$ cat src/rtl/rcn_uart.sv
// ============================================================================
//  Module      : rcn_uart
//  Description : 8N1 UART slave on the rcn ring. Requests in the address
//                window are replaced in-slot by their response; all other
//                traffic passes through one register stage.
//  Revision    : 1.0 - initial release
// ============================================================================
`default_nettype none
`timescale 1ns/1ps

module rcn_uart #(
  parameter logic [21:0] ADDR_MASK = 22'h3FFFF0,
  parameter logic [21:0] ADDR_BASE = 22'h3FFFE0,
  parameter logic [15:0] BAUD_DIV  = 16'd434,
  parameter int          FIFO_AW   = 2
) (
  input  logic        clk,
  input  logic        rst,
  input  logic [66:0] rcn_in,
  output logic [66:0] rcn_out,
  input  logic        uart_rx,
  output logic        uart_tx
);

  localparam int DEPTH = 1 << FIFO_AW;
  localparam logic [FIFO_AW:0] PTR_ONE = {{FIFO_AW{1'b0}}, 1'b1};

  typedef enum logic [1:0] {TX_IDLE, TX_START, TX_DATA, TX_STOP} tx_state_t;
  typedef enum logic [2:0] {RX_IDLE, RX_START, RX_DATA, RX_STOP, RX_BREAK} rx_state_t;

  // Bus decode
  logic        hit, bus_wr, wr_m0, wr_m1;
  logic [1:0]  sel;
  logic [31:0] bus_data, rd_data, rsp_data;
  assign hit      = rcn_in[66] & rcn_in[65] & ((rcn_in[53:32] & ADDR_MASK) == ADDR_BASE);
  assign bus_wr   = rcn_in[64];
  assign wr_m0    = rcn_in[54];
  assign wr_m1    = rcn_in[55];
  assign sel      = rcn_in[35:34];
  assign bus_data = rcn_in[31:0];

  // FIFO storage and pointers
  logic [7:0]       tx_mem [DEPTH];
  logic [7:0]       rx_mem [DEPTH];
  logic [FIFO_AW:0] tx_wp, tx_rp, rx_wp, rx_rp;
  logic             tx_full, tx_empty, rx_full, rx_empty;
  assign tx_empty = (tx_wp == tx_rp);
  assign tx_full  = (tx_wp[FIFO_AW] != tx_rp[FIFO_AW]) &&
                    (tx_wp[FIFO_AW-1:0] == tx_rp[FIFO_AW-1:0]);
  assign rx_empty = (rx_wp == rx_rp);
  assign rx_full  = (rx_wp[FIFO_AW] != rx_rp[FIFO_AW]) &&
                    (rx_wp[FIFO_AW-1:0] == rx_rp[FIFO_AW-1:0]);

  // Control/status registers
  logic [15:0] baud, baud_wr_val, baud_clamped;
  logic        rx_ovr, frame_err, tx_ovf;

  // Engine state
  tx_state_t   tx_state;
  logic [15:0] tx_cnt;
  logic [2:0]  tx_bit;
  logic [7:0]  tx_sh;
  rx_state_t   rx_state;
  logic [15:0] rx_cnt;
  logic [2:0]  rx_bit;
  logic [7:0]  rx_sh;
  logic        rx_meta, rx_sync;
  logic        tx_busy;
  assign tx_busy = (tx_state != TX_IDLE);

  // FIFO traffic; a pop in the same cycle frees the slot for a push into a full FIFO
  logic tx_pop, tx_push_req, tx_push, rx_pop, rx_stop_pt, rx_done_ok, rx_frame_bad, rx_push;
  assign tx_pop       = (tx_state == TX_IDLE) & ~tx_empty;
  assign tx_push_req  = hit & bus_wr & (sel == 2'd0) & wr_m0;
  assign tx_push      = tx_push_req & (~tx_full | tx_pop);
  assign rx_pop       = hit & ~bus_wr & (sel == 2'd0) & ~rx_empty;
  assign rx_stop_pt   = (rx_state == RX_STOP) && (rx_cnt == 16'd0);
  assign rx_done_ok   = rx_stop_pt & rx_sync;
  assign rx_frame_bad = rx_stop_pt & ~rx_sync;
  assign rx_push      = rx_done_ok & (~rx_full | rx_pop);

  assign baud_wr_val  = {wr_m1 ? bus_data[15:8] : baud[15:8], wr_m0 ? bus_data[7:0] : baud[7:0]};
  assign baud_clamped = (baud_wr_val < 16'd16) ? 16'd16 : baud_wr_val;

  // Read mux reflects state before this cycle's updates
  always_comb begin
    rd_data = 32'd0;
    case (sel)
      2'd0: rd_data = rx_empty ? 32'd0 : {23'd0, 1'b1, rx_mem[rx_rp[FIFO_AW-1:0]]};
      2'd1: rd_data = {24'd0, tx_ovf, frame_err, tx_busy, rx_ovr,
                       rx_full, rx_empty, tx_empty, tx_full};
      2'd2: rd_data = {16'd0, baud};
      default: rd_data = 32'd0;
    endcase
  end
  assign rsp_data = bus_wr ? bus_data : rd_data;

  // Ring stage, pointers, baud register and sticky flags
  always_ff @(posedge clk or posedge rst) begin
    if (rst) begin
      rcn_out   <= '0;
      tx_wp     <= '0;
      tx_rp     <= '0;
      rx_wp     <= '0;
      rx_rp     <= '0;
      baud      <= BAUD_DIV;
      rx_ovr    <= 1'b0;
      frame_err <= 1'b0;
      tx_ovf    <= 1'b0;
    end else begin
      rcn_out <= hit ? {1'b1, 1'b0, rcn_in[64:32], rsp_data} : rcn_in;
      if (tx_push) tx_wp <= tx_wp + PTR_ONE;
      if (tx_pop)  tx_rp <= tx_rp + PTR_ONE;
      if (rx_push) rx_wp <= rx_wp + PTR_ONE;
      if (rx_pop)  rx_rp <= rx_rp + PTR_ONE;
      if (hit && bus_wr && sel == 2'd2 && (wr_m0 || wr_m1)) baud <= baud_clamped;
      if (hit && bus_wr && sel == 2'd1 && wr_m0) begin
        if (bus_data[4]) rx_ovr    <= 1'b0;
        if (bus_data[6]) frame_err <= 1'b0;
        if (bus_data[7]) tx_ovf    <= 1'b0;
      end
      if (rx_done_ok && rx_full && !rx_pop)     rx_ovr    <= 1'b1;
      if (rx_frame_bad)                         frame_err <= 1'b1;
      if (tx_push_req && tx_full && !tx_pop)    tx_ovf    <= 1'b1;
    end
  end

  // FIFO memory writes (contents need no reset)
  always_ff @(posedge clk) begin
    if (tx_push) tx_mem[tx_wp[FIFO_AW-1:0]] <= bus_data[7:0];
    if (rx_push) rx_mem[rx_wp[FIFO_AW-1:0]] <= rx_sh;
  end

  // TX engine: each state/bit holds for baud clocks, baud latched at each boundary
  always_ff @(posedge clk or posedge rst) begin
    if (rst) begin
      tx_state <= TX_IDLE;
      tx_cnt   <= 16'd0;
      tx_bit   <= 3'd0;
      tx_sh    <= 8'd0;
      uart_tx  <= 1'b1;
    end else begin
      case (tx_state)
        TX_IDLE: begin
          uart_tx <= 1'b1;
          if (!tx_empty) begin
            tx_sh    <= tx_mem[tx_rp[FIFO_AW-1:0]];
            tx_cnt   <= baud - 16'd1;
            tx_state <= TX_START;
            uart_tx  <= 1'b0;
          end
        end
        TX_START: begin
          if (tx_cnt == 16'd0) begin
            tx_state <= TX_DATA;
            tx_cnt   <= baud - 16'd1;
            tx_bit   <= 3'd0;
            uart_tx  <= tx_sh[0];
          end else tx_cnt <= tx_cnt - 16'd1;
        end
        TX_DATA: begin
          if (tx_cnt == 16'd0) begin
            tx_cnt <= baud - 16'd1;
            if (tx_bit == 3'd7) begin
              tx_state <= TX_STOP;
              uart_tx  <= 1'b1;
            end else begin
              tx_bit  <= tx_bit + 3'd1;
              tx_sh   <= {1'b0, tx_sh[7:1]};
              uart_tx <= tx_sh[1];
            end
          end else tx_cnt <= tx_cnt - 16'd1;
        end
        default: begin
          if (tx_cnt == 16'd0) tx_state <= TX_IDLE;
          else                 tx_cnt   <= tx_cnt - 16'd1;
        end
      endcase
    end
  end

  // RX engine: synchronize, validate start at half bit, sample mid-bit
  always_ff @(posedge clk or posedge rst) begin
    if (rst) begin
      rx_meta  <= 1'b1;
      rx_sync  <= 1'b1;
      rx_state <= RX_IDLE;
      rx_cnt   <= 16'd0;
      rx_bit   <= 3'd0;
      rx_sh    <= 8'd0;
    end else begin
      rx_meta <= uart_rx;
      rx_sync <= rx_meta;
      case (rx_state)
        RX_IDLE: begin
          if (!rx_sync) begin
            rx_state <= RX_START;
            rx_cnt   <= (baud >> 1) - 16'd1;
          end
        end
        RX_START: begin
          if (rx_cnt == 16'd0) begin
            if (rx_sync) rx_state <= RX_IDLE;
            else begin
              rx_state <= RX_DATA;
              rx_cnt   <= baud - 16'd1;
              rx_bit   <= 3'd0;
            end
          end else rx_cnt <= rx_cnt - 16'd1;
        end
        RX_DATA: begin
          if (rx_cnt == 16'd0) begin
            rx_sh  <= {rx_sync, rx_sh[7:1]};
            rx_cnt <= baud - 16'd1;
            if (rx_bit == 3'd7) rx_state <= RX_STOP;
            else                rx_bit   <= rx_bit + 3'd1;
          end else rx_cnt <= rx_cnt - 16'd1;
        end
        RX_STOP: begin
          if (rx_cnt == 16'd0) rx_state <= rx_sync ? RX_IDLE : RX_BREAK;
          else                 rx_cnt   <= rx_cnt - 16'd1;
        end
        default: begin
          if (rx_sync) rx_state <= RX_IDLE;
        end
      endcase
    end
  end

endmodule

`default_nettype wire

$ cat config.mk
export PLATFORM = sky130hd
export DESIGN_NAME = rcn_uart
export DESIGN_NICKNAME = d
export VERILOG_FILES = /design/src/rtl/rcn_uart.sv
export SDC_FILE = /design/constraint.sdc
export NUM_CORES = 1
export LEC_CHECK = 0
export ABC_AREA = 1
export CAP_MARGIN = 20
export CORE_MARGIN = 2
export CORE_UTILIZATION = 50
export CTS_CLUSTER_DIAMETER = 30
export DETAILED_ROUTE_END_ITERATION = 10
export GPL_TIMING_DRIVEN = 0
export PLACE_DENSITY = 0.79
export SKIP_LAST_GASP = 1
export SLEW_MARGIN = 10
export SYNTH_ARGS = -nofsm -noshare
export SYNTH_HDL_FRONTEND = slang
export SYNTH_SLANG_ARGS = --single-unit
$ cat constraint.sdc
create_clock -name clk -period 15.09 [get_ports clk]
set_input_delay 1.509 -clock clk [delete_from_list [all_inputs] [get_ports clk]]
set_output_delay 1.509 -clock clk [all_outputs]
set_load 0.01 [all_outputs]
==> impl_results.html <==
<table>
<tr><th>Metric</th><th>Value</th></tr>
<tr><th colspan="2">STA</th></tr>
<tr><td>Hold violation count in the final report</td><td>0</td></tr>
<tr><td>Unrepaired setup endpoints after global routing</td><td>false</td></tr>
<tr><td>Worst-case clock skew</td><td>0.0321 ns</td></tr>
<tr><td>Share of the clock period used by the worst path after layout</td><td>25.2%</td></tr>
<tr><td>Max Freq</td><td>263 MHz</td></tr>
<tr><td>Slew Viols, Final</td><td>0</td></tr>
<tr><td>Crit path time final</td><td>3.80 ns</td></tr>
<tr><td>Slew at the pin closest to its max-slew limit</td><td>0.820 ns</td></tr>
<tr><td>Hold WS</td><td>0.352 ns</td></tr>
<tr><td>Remaining max-slew budget at the tightest pin</td><td>45.1%</td></tr>
<tr><td>Final number of setup-violating endpoints</td><td>0</td></tr>
<tr><td>TNS Setup</td><td>0 ns</td></tr>
<tr><th colspan="2">Detailed routing</th></tr>
<tr><td>Number of remaining DRC errors</td><td>0</td></tr>
<tr><td>Via/cell ratio</td><td>5.22</td></tr>
<tr><td>Iteration-0 DRC Markers</td><td>832</td></tr>
<tr><td>Average detailed-routed wire length per instance</td><td>15.7 um</td></tr>
<tr><td>Detailed-router iteration count before antenna repair</td><td>5</td></tr>
<tr><td>Wire length after detailed routing</td><td>29000 um</td></tr>
<tr><td>Detailed-route via count</td><td>9627</td></tr>
<tr><td>DRT antenna net count</td><td>0</td></tr>
<tr><th colspan="2">GRT</th></tr>
<tr><td>Overall Global Routing Usage</td><td>24.7%</td></tr>
<tr><td>Largest net degree at the start of global routing</td><td>112</td></tr>
<tr><td>Vias in the first global route</td><td>9555</td></tr>
<tr><td>Remaining global-route overflow</td><td>0</td></tr>
<tr><td>Number of antenna violations at the first check in global routing</td><td>0</td></tr>
<tr><td>Global-route wire length before repair</td><td>47400 um</td></tr>
<tr><th colspan="2">Clocking</th></tr>
<tr><td>CTS buffer count</td><td>48</td></tr>
<tr><td>Number of clock sinks</td><td>224</td></tr>
<tr><td>Number of setup buffers added after CTS</td><td>0</td></tr>
<tr><td>Hold bufs inserted after CTS</td><td>0</td></tr>
<tr><td>Number of buffers between clock root and the deepest sink</td><td>3</td></tr>
<tr><td>Latest clock arrival within the worst-skew pair</td><td>0.54 ns</td></tr>
<tr><td>Clock root buffer</td><td>sky130_fd_sc_hd__clkbuf_16</td></tr>
<tr><td>Clock Pin Slew Worst Setup and Hold Paths</td><td>0.04 ns</td></tr>
<tr><td>Number of resized instances in the post-cts repair step</td><td>0</td></tr>
<tr><td>Clock tree from TritonCTS</td><td>yes</td></tr>
<tr><td>H-Tree Level Count</td><td>2</td></tr>
<tr><th colspan="2">Synthesis</th></tr>
<tr><td>Post-Synthesis Cell Area</td><td>11300 sq um</td></tr>
<tr><td>Number of distinct library cells after synthesis</td><td>44</td></tr>
<tr><td>Sequential fraction of the synthesis area</td><td>52.6%</td></tr>
<tr><td>Most area-consuming cells after synthesis</td><td>sky130_fd_sc_hd__dfrtp_1 34%, sky130_fd_sc_hd__edfxtp_1 17%, sky130_fd_sc_hd__nand2_1 13%</td></tr>
<tr><td>Number of enable flip-flop cells after synthesis</td><td>64</td></tr>
<tr><td>Number of synthesis warnings</td><td>0</td></tr>
<tr><td>Most area-hungry cell type in the Yosys netlist</td><td>sky130_fd_sc_hd__dfrtp_1</td></tr>
<tr><td>Synth Register Bits</td><td>224</td></tr>
<tr><td>Commonest register cell after synthesis</td><td>sky130_fd_sc_hd__dfrtp_1</td></tr>
<tr><td>Number of standard cells after synthesis</td><td>1337</td></tr>
<tr><td>Asr flop ratio synth</td><td>71.4%</td></tr>
<tr><td>Avg Cell Area, Syn</td><td>8.44 sq um</td></tr>
<tr><td>Nets in the synthesized netlist</td><td>1431</td></tr>
<tr><td>Area share of the largest cell type after synthesis</td><td>33.7%</td></tr>
<tr><th colspan="2">Critical path</th></tr>
<tr><td>Top cell family by delay on the critical path</td><td>simple AND/OR/NAND/NOR gates</td></tr>
<tr><td>Delay contributed by the slowest stage of the critical path</td><td>0.64 ns</td></tr>
<tr><td>End of the worst register-to-register path</td><td>rx_mem[0][5]</td></tr>
<tr><td>Number of buffer and inverter stages on the critical path</td><td>2</td></tr>
<tr><td>Kind of start point of the critical path</td><td>primary input</td></tr>
<tr><td>Worst Path Required</td><td>15.25 ns</td></tr>
<tr><td>Worst setup path startpoint</td><td>rcn_in[53]</td></tr>
<tr><td>CP max stage cell</td><td>sky130_fd_sc_hd__nor2_1</td></tr>
<tr><td>Number of gates on the worst path with buffers counted</td><td>11</td></tr>
<tr><td>Arrival time worst endpoint</td><td>3.96 ns</td></tr>
<tr><td>Cell with the most instances on the worst path</td><td>sky130_fd_sc_hd__nand2_2</td></tr>
<tr><td>Crit Path Max Fanout</td><td>9</td></tr>
<tr><td>Path depth of the worst reg2reg path</td><td>10</td></tr>
<tr><td>Type of element capturing the critical path</td><td>register</td></tr>
<tr><td>Chain of cells forming the critical path</td><td>clkdlybuf4s50_1 -&gt; nand2_1 -&gt; nor2_1 -&gt; nand3_1 -&gt; nor2_2 -&gt; nand2_2 -&gt; inv_2 -&gt; nand2_2 -&gt; nand2_2 -&gt; nand2_2 -&gt; nor2_1</td></tr>
<tr><td>Setup slack of the worst register-to-register path</td><td>12.44 ns</td></tr>
<tr><td>CP endpoint</td><td>rx_mem[0][5]</td></tr>
<tr><td>Launch point of the worst reg-to-reg path</td><td>rx_cnt[0]</td></tr>
<tr><td>Start-to-end type of the worst setup path</td><td>primary input to register</td></tr>
<tr><th colspan="2">Run</th></tr>
<tr><td>Max capacitance violation total</td><td>0</td></tr>
<tr><th colspan="2">Die</th></tr>
<tr><td>Die width</td><td>154 um</td></tr>
<tr><td>Count of pins on the block boundary</td><td>138</td></tr>
<tr><td>Die outline area</td><td>23800 sq um</td></tr>
<tr><td>Initial Util</td><td>51.4%</td></tr>
<tr><td>Number of placement rows</td><td>54</td></tr>
<tr><td>Chip Height</td><td>154 um</td></tr>
<tr><td>Total core area</td><td>22000 sq um</td></tr>
<tr><th colspan="2">Cells and area</th></tr>
<tr><td>Post-route cell area</td><td>14700 sq um</td></tr>
<tr><td>NumNets Final</td><td>1619</td></tr>
<tr><td>Number of fill cells</td><td>1683</td></tr>
<tr><td>Count of antenna diodes in the layout</td><td>0</td></tr>
<tr><td>Fraction of final layout cells sized beyond drive strength 1</td><td>12.2%</td></tr>
<tr><td>Final cell utilization of the core</td><td>66.9%</td></tr>
<tr><td>Area growth syn-to-layout</td><td>30.2%</td></tr>
<tr><th colspan="2">Pwr</th></tr>
<tr><td>Total design power</td><td>2.04 mW</td></tr>
<tr><td>Share of total power in combinational logic</td><td>14.9%</td></tr>
<tr><td>Static leakage</td><td>6.95 nW</td></tr>
<tr><td>Sequential fraction of design power</td><td>33.4%</td></tr>
<tr><td>Internal power contribution</td><td>1.47 mW</td></tr>
<tr><td>Sw Share</td><td>27.8%</td></tr>
<tr><td>Share of total power in the clock network</td><td>51.7%</td></tr>
<tr><td>Worst IR Drop VDD</td><td>0.124 mV</td></tr>
<tr><td>Net Sw Power</td><td>567 uW</td></tr>
<tr><td>Power per unit of standard cell area</td><td>139 nW/um^2</td></tr>
<tr><th colspan="2">Placement</th></tr>
<tr><td>Post-DP HPWL</td><td>20300 um</td></tr>
<tr><td>PortBufs</td><td>137</td></tr>
<tr><td>Weighted congestion at the end of routability-driven global placement</td><td>0.908</td></tr>
<tr><td>Cell area after placement</td><td>13000 sq um</td></tr>
<tr><th colspan="2">Worst hold path</th></tr>
<tr><td>Hold Startpoint</td><td>rx_meta</td></tr>
<tr><td>Worst hold-check path type</td><td>register to register</td></tr>
<tr><th colspan="2">Status</th></tr>
<tr><td>Outcome</td><td>completed</td></tr>
</table>
[power groups by stage]
stage / Clock [mW] / Sequential [mW] / Combinational, mW
floorplan: 0 / 0.690 / 0.197
global placement: 0 / 0.690 / 0.293
detailed placement: 0 / 0.690 / 0.301
CTS: 1.07 / 0.681 / 0.303
global route: 1.10 / 0.685 / 0.341
finish: 1.05 / 0.681 / 0.303
[kinds of logic after synthesis]
| family | count (synthesis) | share of synthesized area, % |
|---|---|---|
| AOI/OAI and AO/OA | 153 | 7.49 |
| xor gates and xnor gates | 36 | 2.86 |
| adders and majority gates | 24 | 2.66 |
| buffers and inverters | 189 | 7.02 |
| DFF | 224 | 52.6 |
| muxes | 12 | 1.14 |
| and+or+nand+nor | 699 | 26.2 |
[placed cells by master, fill, tap and decap left out, types with 4 or more instances in the layout]
cell type and instances:
sky130_fd_sc_hd__ha_1 24, sky130_fd_sc_hd__nand4_1 12, sky130_fd_sc_hd__xor2_1 22, sky130_fd_sc_hd__nand2_2 17, sky130_fd_sc_hd__clkinvlp_4 5, sky130_fd_sc_hd__a21oi_1 14
sky130_fd_sc_hd__inv_2 11, sky130_fd_sc_hd__or2_2 4, sky130_fd_sc_hd__mux2_2 7, sky130_fd_sc_hd__mux2i_1 5, sky130_fd_sc_hd__o21ai_0 87, sky130_fd_sc_hd__o221ai_1 6
sky130_fd_sc_hd__clkbuf_8 4, sky130_fd_sc_hd__bufinv_16 5, sky130_fd_sc_hd__clkbuf_16 49, sky130_fd_sc_hd__buf_2 15, sky130_fd_sc_hd__buf_6 6, sky130_fd_sc_hd__inv_1 140
sky130_fd_sc_hd__edfxtp_1 64, sky130_fd_sc_hd__o211ai_1 4, sky130_fd_sc_hd__nor2_2 16, sky130_fd_sc_hd__clkinv_2 9, sky130_fd_sc_hd__clkdlybuf4s50_1 137, sky130_fd_sc_hd__nor3_1 5
sky130_fd_sc_hd__dfrtp_1 152, sky130_fd_sc_hd__o21ai_1 21, sky130_fd_sc_hd__nor2_4 5, sky130_fd_sc_hd__clkbuf_1 16, sky130_fd_sc_hd__buf_4 5, sky130_fd_sc_hd__or2_0 4
sky130_fd_sc_hd__inv_6 4, sky130_fd_sc_hd__xnor2_1 13, sky130_fd_sc_hd__o22ai_1 7, sky130_fd_sc_hd__dfstp_2 8, sky130_fd_sc_hd__nor2_1 139, sky130_fd_sc_hd__nand3_1 84
sky130_fd_sc_hd__nand2_1 403, sky130_fd_sc_hd__inv_8 4
[state kept, by name, summed over array words and instances (netlist names), 3 cells and up]
register,cells
rcn_out,67
rx_mem,32
tx_mem,32
baud,16
rx_cnt,16
tx_cnt,16
rx_sh,8
tx_sh,8
rx_bit,3
rx_rp,3
rx_state,3
rx_wp,3
tx_bit,3
tx_rp,3
tx_wp,3
[synth_stat cells, types with 11 or more instances]
master and count:
sky130_fd_sc_hd__nand2_1 403, sky130_fd_sc_hd__dfrtp_1 152, sky130_fd_sc_hd__inv_1 141, sky130_fd_sc_hd__nor2_1 139, sky130_fd_sc_hd__o21ai_0 87, sky130_fd_sc_hd__nand3_1 84, sky130_fd_sc_hd__edfxtp_1 64, sky130_fd_sc_hd__ha_1 24
sky130_fd_sc_hd__xor2_1 22, sky130_fd_sc_hd__o21ai_1 21, sky130_fd_sc_hd__nand2_2 17, sky130_fd_sc_hd__nor2_2 16, sky130_fd_sc_hd__buf_2 15, sky130_fd_sc_hd__a21oi_1 14, sky130_fd_sc_hd__xnor2_1 13, sky130_fd_sc_hd__nand4_1 12
sky130_fd_sc_hd__clkbuf_1 11, sky130_fd_sc_hd__inv_2 11
[stage by stage]
step	worst slack, ns	std cells
2_1_floorplan	9.27	1337
3_3_place_gp	7.08	1754
3_5_place_dp	10.75	1755
4_1_cts	11.28	1843
5_1_grt	11.08	1843
6_report	11.29	1843
[worst min-delay path by stage]
stage / end / slack, ns / depth (start not counted)
after global routing: rx_sync / 0.36 / 0
after detailed placement: rx_sync / 0.35 / 0
after CTS: rx_sync / 0.35 / 0
after floorplan: rx_sync / 0.35 / 0
after global placement: rx_sync / 0.35 / 0
final: rx_sync / 0.35 / 0
[final cells by class]
cell class                 instances  area [sq um]  share of cell area (%)
buffer                            37           221                    1.51
timing repair buffer             138          1400                    9.52
clock buffer                      58          1300                    8.85
multi-input combinational        924          4560                    31.0
tap                              280           350                    2.38
sequential                       224          5940                    40.4
inverter                         152           578                    3.93
clock inverter                    30           348                    2.37
[routing by layer]
metal  GRT usage [%]  part of all wire [%]
met5               0                     0
met4            8.91                   2.8
met3            4.23                   6.9
met2            41.3                    48
met1            32.7                    42
(Power assumes the default switching activity.)
